<file path="config.mk">
export PLATFORM = sky130hd
export DESIGN_NAME = oc8051_cxrom_fetch_flat
export DESIGN_NICKNAME = d
export VERILOG_FILES = /design/src/rtl/oc8051_cxrom_fetch_if.sv /design/src/rtl/oc8051_cxrom_fetch.sv /design/src/flat_wrapper.sv
export SDC_FILE = /design/constraint.sdc
export NUM_CORES = 1
export LEC_CHECK = 0
export ABC_AREA = 0
export CORE_MARGIN = 5
export CORE_UTILIZATION = 45
export CTS_CLUSTER_DIAMETER = 200
export DETAILED_ROUTE_END_ITERATION = 7
export PLACE_DENSITY = 0.8
export SLEW_MARGIN = 20
export SYNTH_ARGS = -nofsm -noshare
export SYNTH_HDL_FRONTEND = slang
export SYNTH_SLANG_ARGS = --single-unit
export TNS_END_PERCENT = 100
</file>
<file path="constraint.sdc">
create_clock -name clk -period 2.7 [get_ports clk]
set_input_delay 0.405 -clock clk [delete_from_list [all_inputs] [get_ports clk]]
set_output_delay 0.405 -clock clk [all_outputs]
set_load 0.005 [all_outputs]
</file>
<file path="src/rtl/oc8051_cxrom_fetch_if.sv">
// Bus bundle between the code-ROM fetch unit, the combinational code ROM and the decoder.
// slave = fetch unit view, master = ROM/decoder side.
interface oc8051_cxrom_fetch_if;
   logic        fetch_en;
   logic [15:0] cxrom_addr;
   logic [31:0] cxrom_data_in;
   logic        jmp_valid;
   logic [15:0] jmp_addr;
   logic        byte_rd;
   logic        byte_valid;
   logic [7:0]  byte_out;
   logic [15:0] byte_pc;

   modport slave (
      input  fetch_en, cxrom_data_in, jmp_valid, jmp_addr, byte_rd,
      output cxrom_addr, byte_valid, byte_out, byte_pc
   );

   modport master (
      output fetch_en, cxrom_data_in, jmp_valid, jmp_addr, byte_rd,
      input  cxrom_addr, byte_valid, byte_out, byte_pc
   );
endinterface

</file>
<file path="src/rtl/oc8051_cxrom_fetch.sv">
// oc8051 code-ROM fetch unit: 32-bit ROM words are split into a byte queue for the decoder.
// Build option OC8051_CXROM_PREFETCH_EN deepens the queue to 8 so fetch overlaps consumption.
module oc8051_cxrom_fetch (
   input  logic                 clk,
   input  logic                 rst,
   oc8051_cxrom_fetch_if.slave  bus
);

`ifdef OC8051_CXROM_PREFETCH_EN
   localparam int unsigned QD = 8;
`else
   localparam int unsigned QD = 4;
`endif
   localparam int unsigned IW       = $clog2(QD);
   localparam logic [3:0]  PUSH_MAX = 4'(QD - 4);

   typedef enum logic {S_IDLE, S_RUN} state_t;

   state_t      state_q, state_d;
   logic [7:0]  q_q [QD];
   logic [7:0]  q_d [QD];
   logic [3:0]  count_q, count_d;
   logic [15:0] ptr_q, ptr_d;
   logic [15:0] pc_q, pc_d;
   logic        pop, push;
   logic [3:0]  wr_base;

   assign pop     = bus.byte_rd && (count_q != '0);
   assign push    = (state_q == S_RUN) && bus.fetch_en && !bus.jmp_valid && (count_q <= PUSH_MAX);
   assign wr_base = count_q - {3'b000, pop};

   always_ff @(posedge clk or negedge rst) begin
      if (!rst) state_q <= S_IDLE;
      else      state_q <= state_d;
   end

   always_comb begin
      state_d = state_q;
      unique case (state_q)
         S_IDLE: if (bus.fetch_en)  state_d = S_RUN;
         S_RUN:  if (!bus.fetch_en) state_d = S_IDLE;
      endcase
   end

   // Head sits at q[0]; a pop shifts down first, so the new word lands after the survivors.
   always_comb begin
      q_d     = q_q;
      count_d = count_q;
      ptr_d   = ptr_q;
      pc_d    = pc_q;
      if (bus.jmp_valid) begin
         count_d = '0;
         ptr_d   = bus.jmp_addr;
         pc_d    = bus.jmp_addr;
      end else begin
         if (pop) begin
            for (int unsigned i = 0; i < QD - 1; i++) q_d[i] = q_q[i + 1];
            pc_d = pc_q + 16'd1;
         end
         if (push) begin
            for (int unsigned k = 0; k < 4; k++)
               q_d[IW'(wr_base) + IW'(k)] = bus.cxrom_data_in[8*k +: 8];
            ptr_d = ptr_q + 16'd4;
         end
         count_d = count_q + (push ? 4'd4 : 4'd0) - {3'b000, pop};
      end
   end

   always_ff @(posedge clk or negedge rst) begin
      if (!rst) begin
         count_q <= '0;
         ptr_q   <= '0;
         pc_q    <= '0;
         for (int unsigned i = 0; i < QD; i++) q_q[i] <= '0;
      end else begin
         count_q <= count_d;
         ptr_q   <= ptr_d;
         pc_q    <= pc_d;
         q_q     <= q_d;
      end
   end

   assign bus.cxrom_addr = ptr_q;
   assign bus.byte_valid = (count_q != '0);
   assign bus.byte_out   = q_q[0];
   assign bus.byte_pc    = pc_q;

endmodule
</file>
<file path="src/flat_wrapper.sv">
// flat-port wrapper written by rule: the top's interface ports become plain ports
module oc8051_cxrom_fetch_flat 
  (clk, rst, bus_fetch_en, bus_cxrom_data_in, bus_jmp_valid, bus_jmp_addr, bus_byte_rd, bus_cxrom_addr, bus_byte_valid, bus_byte_out, bus_byte_pc);
  oc8051_cxrom_fetch_if bus_i ();
  input  logic clk;
  input  logic rst;
  input wire logic [$bits(bus_i.fetch_en)-1:0] bus_fetch_en;
  input wire logic [$bits(bus_i.cxrom_data_in)-1:0] bus_cxrom_data_in;
  input wire logic [$bits(bus_i.jmp_valid)-1:0] bus_jmp_valid;
  input wire logic [$bits(bus_i.jmp_addr)-1:0] bus_jmp_addr;
  input wire logic [$bits(bus_i.byte_rd)-1:0] bus_byte_rd;
  output wire logic [$bits(bus_i.cxrom_addr)-1:0] bus_cxrom_addr;
  output wire logic [$bits(bus_i.byte_valid)-1:0] bus_byte_valid;
  output wire logic [$bits(bus_i.byte_out)-1:0] bus_byte_out;
  output wire logic [$bits(bus_i.byte_pc)-1:0] bus_byte_pc;
  assign bus_i.fetch_en = bus_fetch_en;
  assign bus_i.cxrom_data_in = bus_cxrom_data_in;
  assign bus_i.jmp_valid = bus_jmp_valid;
  assign bus_i.jmp_addr = bus_jmp_addr;
  assign bus_i.byte_rd = bus_byte_rd;
  assign bus_cxrom_addr = bus_i.cxrom_addr;
  assign bus_byte_valid = bus_i.byte_valid;
  assign bus_byte_out = bus_i.byte_out;
  assign bus_byte_pc = bus_i.byte_pc;
  oc8051_cxrom_fetch u_core (.clk(clk), .rst(rst), .bus(bus_i));
endmodule
</file>
[Word level (Yosys, flattened, before mapping)]
Index checks and enable logic that the tools add are counted.
Word-level totals
  flip-flop bits (word level): 69
  output and inout port bits: 41
  logic and storage cells: 65
Operators by class
  bitwise gates (word level): 5
  reduce and logical (&&, ||, !) cells: 13
  multiplexer cells: 22
  $lt $le $gt $ge: 9
  add/subtract/negate cells: 8
Operator list (count)
  32-bit bitwise mux: 4
  8-bit demux with 2-bit select: 4
  16-bit two-way mux: 4
  24-bit two-way mux: 2
  32-bit two-way mux: 1
  8-bit two-way mux: 4
  16-bit by 1-bit adder with 16-bit output (second input constant): 1
  16-bit by 3-bit adder with 16-bit output (second input constant): 1
  3-bit >= comparator (second input constant): 4
  3-bit by 1-bit < comparator with 1-bit output (second input constant): 4
  2-bit NOT with 3-bit output: 4
  1-bit logical AND: 8
  2-bit adder (second input constant): 2
  4-bit by 3-bit adder with 4-bit output: 1
  4-bit by 1-bit <= comparator with 1-bit output (second input constant): 1
  4-bit two-way mux: 1
  2-bit nonzero test: 2
  4-bit nonzero test: 1
  4-bit by 1-bit subtractor with 4-bit output: 1
  3-bit two-way mux: 1
  2-bit by 1-bit adder with 2-bit output (second input constant): 1
  2-bit AND reduction: 1
  2-bit by 1-bit subtractor with 2-bit output: 1
  1-bit zero test: 1
  other kinds (2): 2

[Logic depth before layout (Yosys ltp)]
  depth in word-level cells: 13
  gate-level depth with buffers: 13

[Worst setup path before layout]
Ideal clock, no wire load.
  path kind: input-to-reg
  from: input bus_byte_rd
  to: register u_core.q_q, in the netlist u_core.bus.byte_out[0]
  arrival: 2.357 ns
  stages: 8
  path slack: 0.201 ns
  data required time: 2.558 ns
  cells stage by stage: clkbuf_1 -> o311ai_0 -> ha_1 -> buf_2 -> buf_2 -> buf_1 -> mux2i_1 -> o221ai_1
On the way
  word-level cells in the longest chain between the ends: 12
  elaborated cells between the ends (all ways): 36
  those cells by class: add/sub: 4; order compare: 8; mux: 15; bitwise: 4; reduce/logical: 5
Ends and longest elaborated chain
  from (decl): line flat_wrapper.sv:11  | input wire logic [$bits(bus_i.byte_rd)-1:0] bus_byte_rd;
  1-bit logical AND (*): line oc8051_cxrom_fetch.sv:28  | assign pop = bus.byte_rd && (count_q != '0);
  2-bit by 1-bit subtractor with 2-bit output: line oc8051_cxrom_fetch.sv:30  | assign wr_base = count_q - {3'b000, pop};
  2-bit by 1-bit adder with 2-bit output / 2-bit NOT with 3-bit output (equally long branches): line oc8051_cxrom_fetch.sv:62  | q_d[IW'(wr_base) + IW'(k)] = bus.cxrom_data_in[8*k +: 8];
  2-bit NOT with 3-bit output (not written as such), or another cell as far along: line oc8051_cxrom_fetch.sv:62
  3-bit >= comparator (not written as such), or another cell as far along: line oc8051_cxrom_fetch.sv:62
  1-bit logical AND (not written as such) / 8-bit two-way mux (equally long branches): line oc8051_cxrom_fetch.sv:62
  8-bit two-way mux (not written as such) / 8-bit demux with 2-bit select (equally long branches): line oc8051_cxrom_fetch.sv:62
  8-bit demux with 2-bit select / 32-bit bitwise mux (equally long branches): line oc8051_cxrom_fetch.sv:62
  32-bit bitwise mux (3 in a row): line oc8051_cxrom_fetch.sv:62
  32-bit two-way mux (*): line oc8051_cxrom_fetch.sv:60  | if (push) begin
  to (signal assigned): line oc8051_cxrom_fetch.sv:79  | q_q <= q_d;
  to (decl): line oc8051_cxrom_fetch.sv:20  | logic [7:0] q_q [QD];
Mark *: on every way between the ends. The rest lies on a longest branch, timed or not. The select of a mux whose other input is x is not followed.
A chain may end at the register's enable or synchronous reset.

[Final worst setup path]
  from: register u_core.count_q[3]
  to: register u_core.count_q[3]
On the way
  word-level cells in the longest chain between the ends: 6
  elaborated cells between the ends (all ways): 8
  those cells by class: add/sub: 2; order compare: 1; mux: 2; reduce/logical: 3
Ends and longest elaborated chain
  from (decl): line oc8051_cxrom_fetch.sv:22  | logic [3:0] count_q, count_d;
  from (signal assigned): line oc8051_cxrom_fetch.sv:76  | count_q <= count_d;
  4-bit by 1-bit <= comparator with 1-bit output: line oc8051_cxrom_fetch.sv:29  | assign push = (state_q == S_RUN) && bus.fetch_en && !bus.jmp_valid && (count_q <= PUSH_MAX);
  1-bit logical AND: line oc8051_cxrom_fetch.sv:29
  3-bit two-way mux: line oc8051_cxrom_fetch.sv:65  | count_d = count_q + (push ? 4'd4 : 4'd0) - {3'b000, pop};
  4-bit by 3-bit adder with 4-bit output: line oc8051_cxrom_fetch.sv:65
  4-bit by 1-bit subtractor with 4-bit output (*): line oc8051_cxrom_fetch.sv:65
  4-bit two-way mux (*): line oc8051_cxrom_fetch.sv:51  | if (bus.jmp_valid) begin
  named net u_core.count_d[3]: line oc8051_cxrom_fetch.sv:22
Mark *: on every way through the listed nets, which the timed path passes. The rest lies on a longest branch.

==> run_results.csv <==
group,metric,value,unit
power,p_seq_share,36.6,%
final_layout,nFillCells,732,
hold_path,hold_path.class,"input port to asynchronous set/reset pin",
die,initial_core_util,45.7,%
clock_network,clock_latency,0.34,ns
power,p_leak,2.06,nW
final_layout,areaGrowthSynthToFinish,29.9,%
timing,tns,0,ns
synth,syn_avg_cell_area,9.50,um2
clock_network,numCtsBuffers,9,
timing,slew_headroom,41.1,%
die,rows,34,
grt,grtUsageTotal,19.9,%
power,swShare,37.1,%
synth,synth_seq_area_share,43.5,%
power,internal_power,0.00283,W
synth,synth.distinct_cells,57,
detailed_routing,drc_errors,0,
timing,fin_worst_skew,0.00703,ns
place,routabilityCongestion,0.804,
synth,synth_area_leaders,"dfrtp_1, mux2i_1, nand2_1",
clock_network,root_buffer,"clkbuf_8",
grt,grt_pass1_wl,17700,um
grt,grt_pass1_vias,3616,
detailed_routing,antenna_left,0,
timing,tightest_slew,0.884,ns
place,io_buffers,93,
grt,grt-ovfl-total,0,
die,die_h,104,um
place,hpwl,7830,um
synth,synth_edf_count,0,
critical_path,worstPathArrival,2.44,ns
detailed_routing,drt_iter0_markers,201,
timing,hold_viol_final,0,
clock_network,ctsResizeCount,0,
grt,grt_max_degree,70,
clock_network,cts_setup_buffers,0,
detailed_routing,first_pass_iters,4,
synth,yosys_most_used_dff,"dfrtp_1",
synth,synth_top_cell_area_share,43.5,%
die,die_x,104,um
critical_path,crit_fanout,11,
critical_path,ff2ff_setup_slack,0.48,ns
clock_network,ctsHtreeMaxLevel,3,
critical_path,required,2.92,ns
timing,fin_ws,0.477,ns
die,ios,94,
critical_path,start_kind,"register",
timing,final-setup-viol-count,0,
run,maxCapViolCount,0,
grt,grt_antenna_before_repair,0,
timing,max_clock_freq,0.450,GHz
synth,async_flop_share,100,%
final_layout,drive_gt1_share,9.45,%
synth,synth_top_area_cell,"dfrtp_1",
synth,ys_seq_elements,69,
outcome,status,"completed",
power,power_frac_clock,16.7,%
critical_path,timing.rr.end,"u_core.count_q[3]",
critical_path,r2r_cells,10,
critical_path,crit_path_end_kind,"register",
final_layout,multi_input_area,2020,um2
final_layout,seqCellArea,1730,um2
final_layout,final_nets,563,
clock_network,hold_buffers,0,
detailed_routing,wirelength,10900,um
clock_network,cts_tree,"built",
power,p_per_area,871,nW/um2
detailed_routing,wl_per_cell,17.7,um
detailed_routing,via_count,3588,
final_layout,diodes,0,
power,combPwrFrac,46.7,%
synth,syn_nets,476,
detailed_routing,routed_via_density,5.82,
timing,fin_crit,2.22,ns
synth,netlist_area,3970,um2
synth,yosysWarningCount,0,
critical_path,timing.rr.start,"u_core.count_q[3]",
timing,rsz0062_at_grt,"no",
clock_network,cts_buffer_depth,2,
die,core_area,8680,um2
timing,timing.final.crit_share,82.3,%
critical_path,path_class,"register to register",
clock_network,clock_sinks,69,
timing,slew_viol_final,0,
power,power_switching,0.00167,W
die,die_area,10800,um2
synth,syn_inst,418,
power,max-vdd-ir-drop,714,uV
place,preCtsSetupSlack,0.253,ns
clock_network,clkSlewWorstSetupHoldPaths,0.07,ns
logic make-up (layout without fill, tap and decap cells):
group	after synthesis	after routing	synth area share (%)
buffers and inverters	46	136	5.58
adder cells (fa/ha/maj)	5	5	1.58
XOR/XNOR	13	13	2.87
AO/OA/AOI/OAI	108	108	18.4
AND/OR/NAND/NOR	143	143	19.0
flip-flops	69	69	43.5
multiplexers	34	34	9.04
how the worst max path moves through the flow:
stage | from | endpoint | slack, ns | cells past startpoint
floorplan | bus_byte_rd | u_core.bus.byte_out[0] | 0.20 | 8
global placement | bus_fetch_en | u_core.count_q[3] | 0.30 | 10
detailed placement | bus_jmp_valid | u_core.count_q[3] | 0.25 | 10
CTS | u_core.count_q[3] | u_core.count_q[3] | 0.47 | 10
global route | u_core.count_q[3] | u_core.count_q[3] | 0.31 | 10
finish | u_core.count_q[3] | u_core.count_q[3] | 0.48 | 10
stage by stage:
step	instances	utilization, %	total power [W]	cell area [um2]	hold slack [ns]
global route	616	59.4	0.00479	5160	0.340
detailed placement	602	57.5	0.00376	4990	0.475
global placement	602	57.5	0.00367	4990	0.470
floorplan	418	-	0.00304	3970	0.109
finish	616	59.4	0.00449	5160	0.244
CTS	616	59.4	0.00451	5160	0.296
synth_stat cells (2+ instances only):
cell and n:
dfrtp_1 69, nand2_1 50, mux2i_1 28, o21ai_0 23, a21oi_1 22, nor2b_1 20
nand3_1 17, nor2_1 17, clkbuf_1 15, o221ai_1 14, inv_1 11, xnor2_1 11
o22ai_1 10, o311ai_0 10, buf_4 9, or4_1 7, buf_2 6, o211ai_1 6
a31oi_1 5, ha_1 5, mux2_2 5, nand4_1 5, nor3_1 4, o31ai_1 4
a21o_1 3, nand3b_1 3, nor4_1 3, a22oi_1 2, buf_1 2, inv_2 2
or2_2 2, or3_1 2, xor2_1 2
power groups by stage:
stage / logic, W / clock network, W / registers [W]
2_1_floorplan: 0.00146 / 0 / 0.00158
3_3_place_gp: 0.00203 / 0 / 0.00164
3_5_place_dp: 0.00211 / 0 / 0.00165
4_1_cts: 0.00211 / 0.000760 / 0.00164
5_1_grt: 0.00230 / 0.000805 / 0.00169
6_report: 0.00210 / 0.000751 / 0.00164
routing by layer:
layer	vias to the layer above	track usage, %	share of wire [%]	wire length (um)
met3	27	2.79	4.2	452
li1	1711	-	-	-
met2	98	32.7	50	5430
met1	1752	25.8	43	4660
met5	-	0	0	0
met4	0	9.25	3.1	333
layout by cell type, fill, tap and decap left out, types with 2 or more instances in the layout:
cell type,count
or3_1,2
o311ai_0,10
clkinv_2,2
clkdlybuf4s50_1,92
a31oi_1,5
o221ai_1,14
o31ai_1,4
nand4_1,5
a22oi_1,2
or4_1,7
inv_2,2
nand3_1,17
mux2_2,5
a21oi_1,22
buf_4,15
nor2b_1,20
dfrtp_1,69
o21ai_0,23
clkbuf_8,11
nor4_1,3
nand3b_1,3
nor2_1,17
or2_2,2
nor3_1,4
xor2_1,2
nand2_1,50
xnor2_1,11
ha_1,5
inv_1,11
o211ai_1,6
a21o_1,3
o22ai_1,10
mux2i_1,28
final cells by class:
cell class | count | share of cell area, %
Timing Repair Buffer | 109 | 20.5
Multi-Input combinational cell | 303 | 39.2
Sequential cell | 69 | 33.5
Tap cell | 108 | 2.62
Clock inverter | 2 | 0.194
Inverter | 13 | 0.946
Clock buffer | 12 | 3.01
worst max-delay path, cell delays in order, from the launching register on:
cell and delay [ns]:
dfrtp_1 0.47, nor4_4 0.28, inv_2 0.17, nor2_4 0.15, inv_2 0.10, ha_1 0.29
xnor2_1 0.13, ha_1 0.19, a21oi_1 0.14, xnor2_1 0.13, nor2_1 0.05
(Power assumes the default switching activity.)
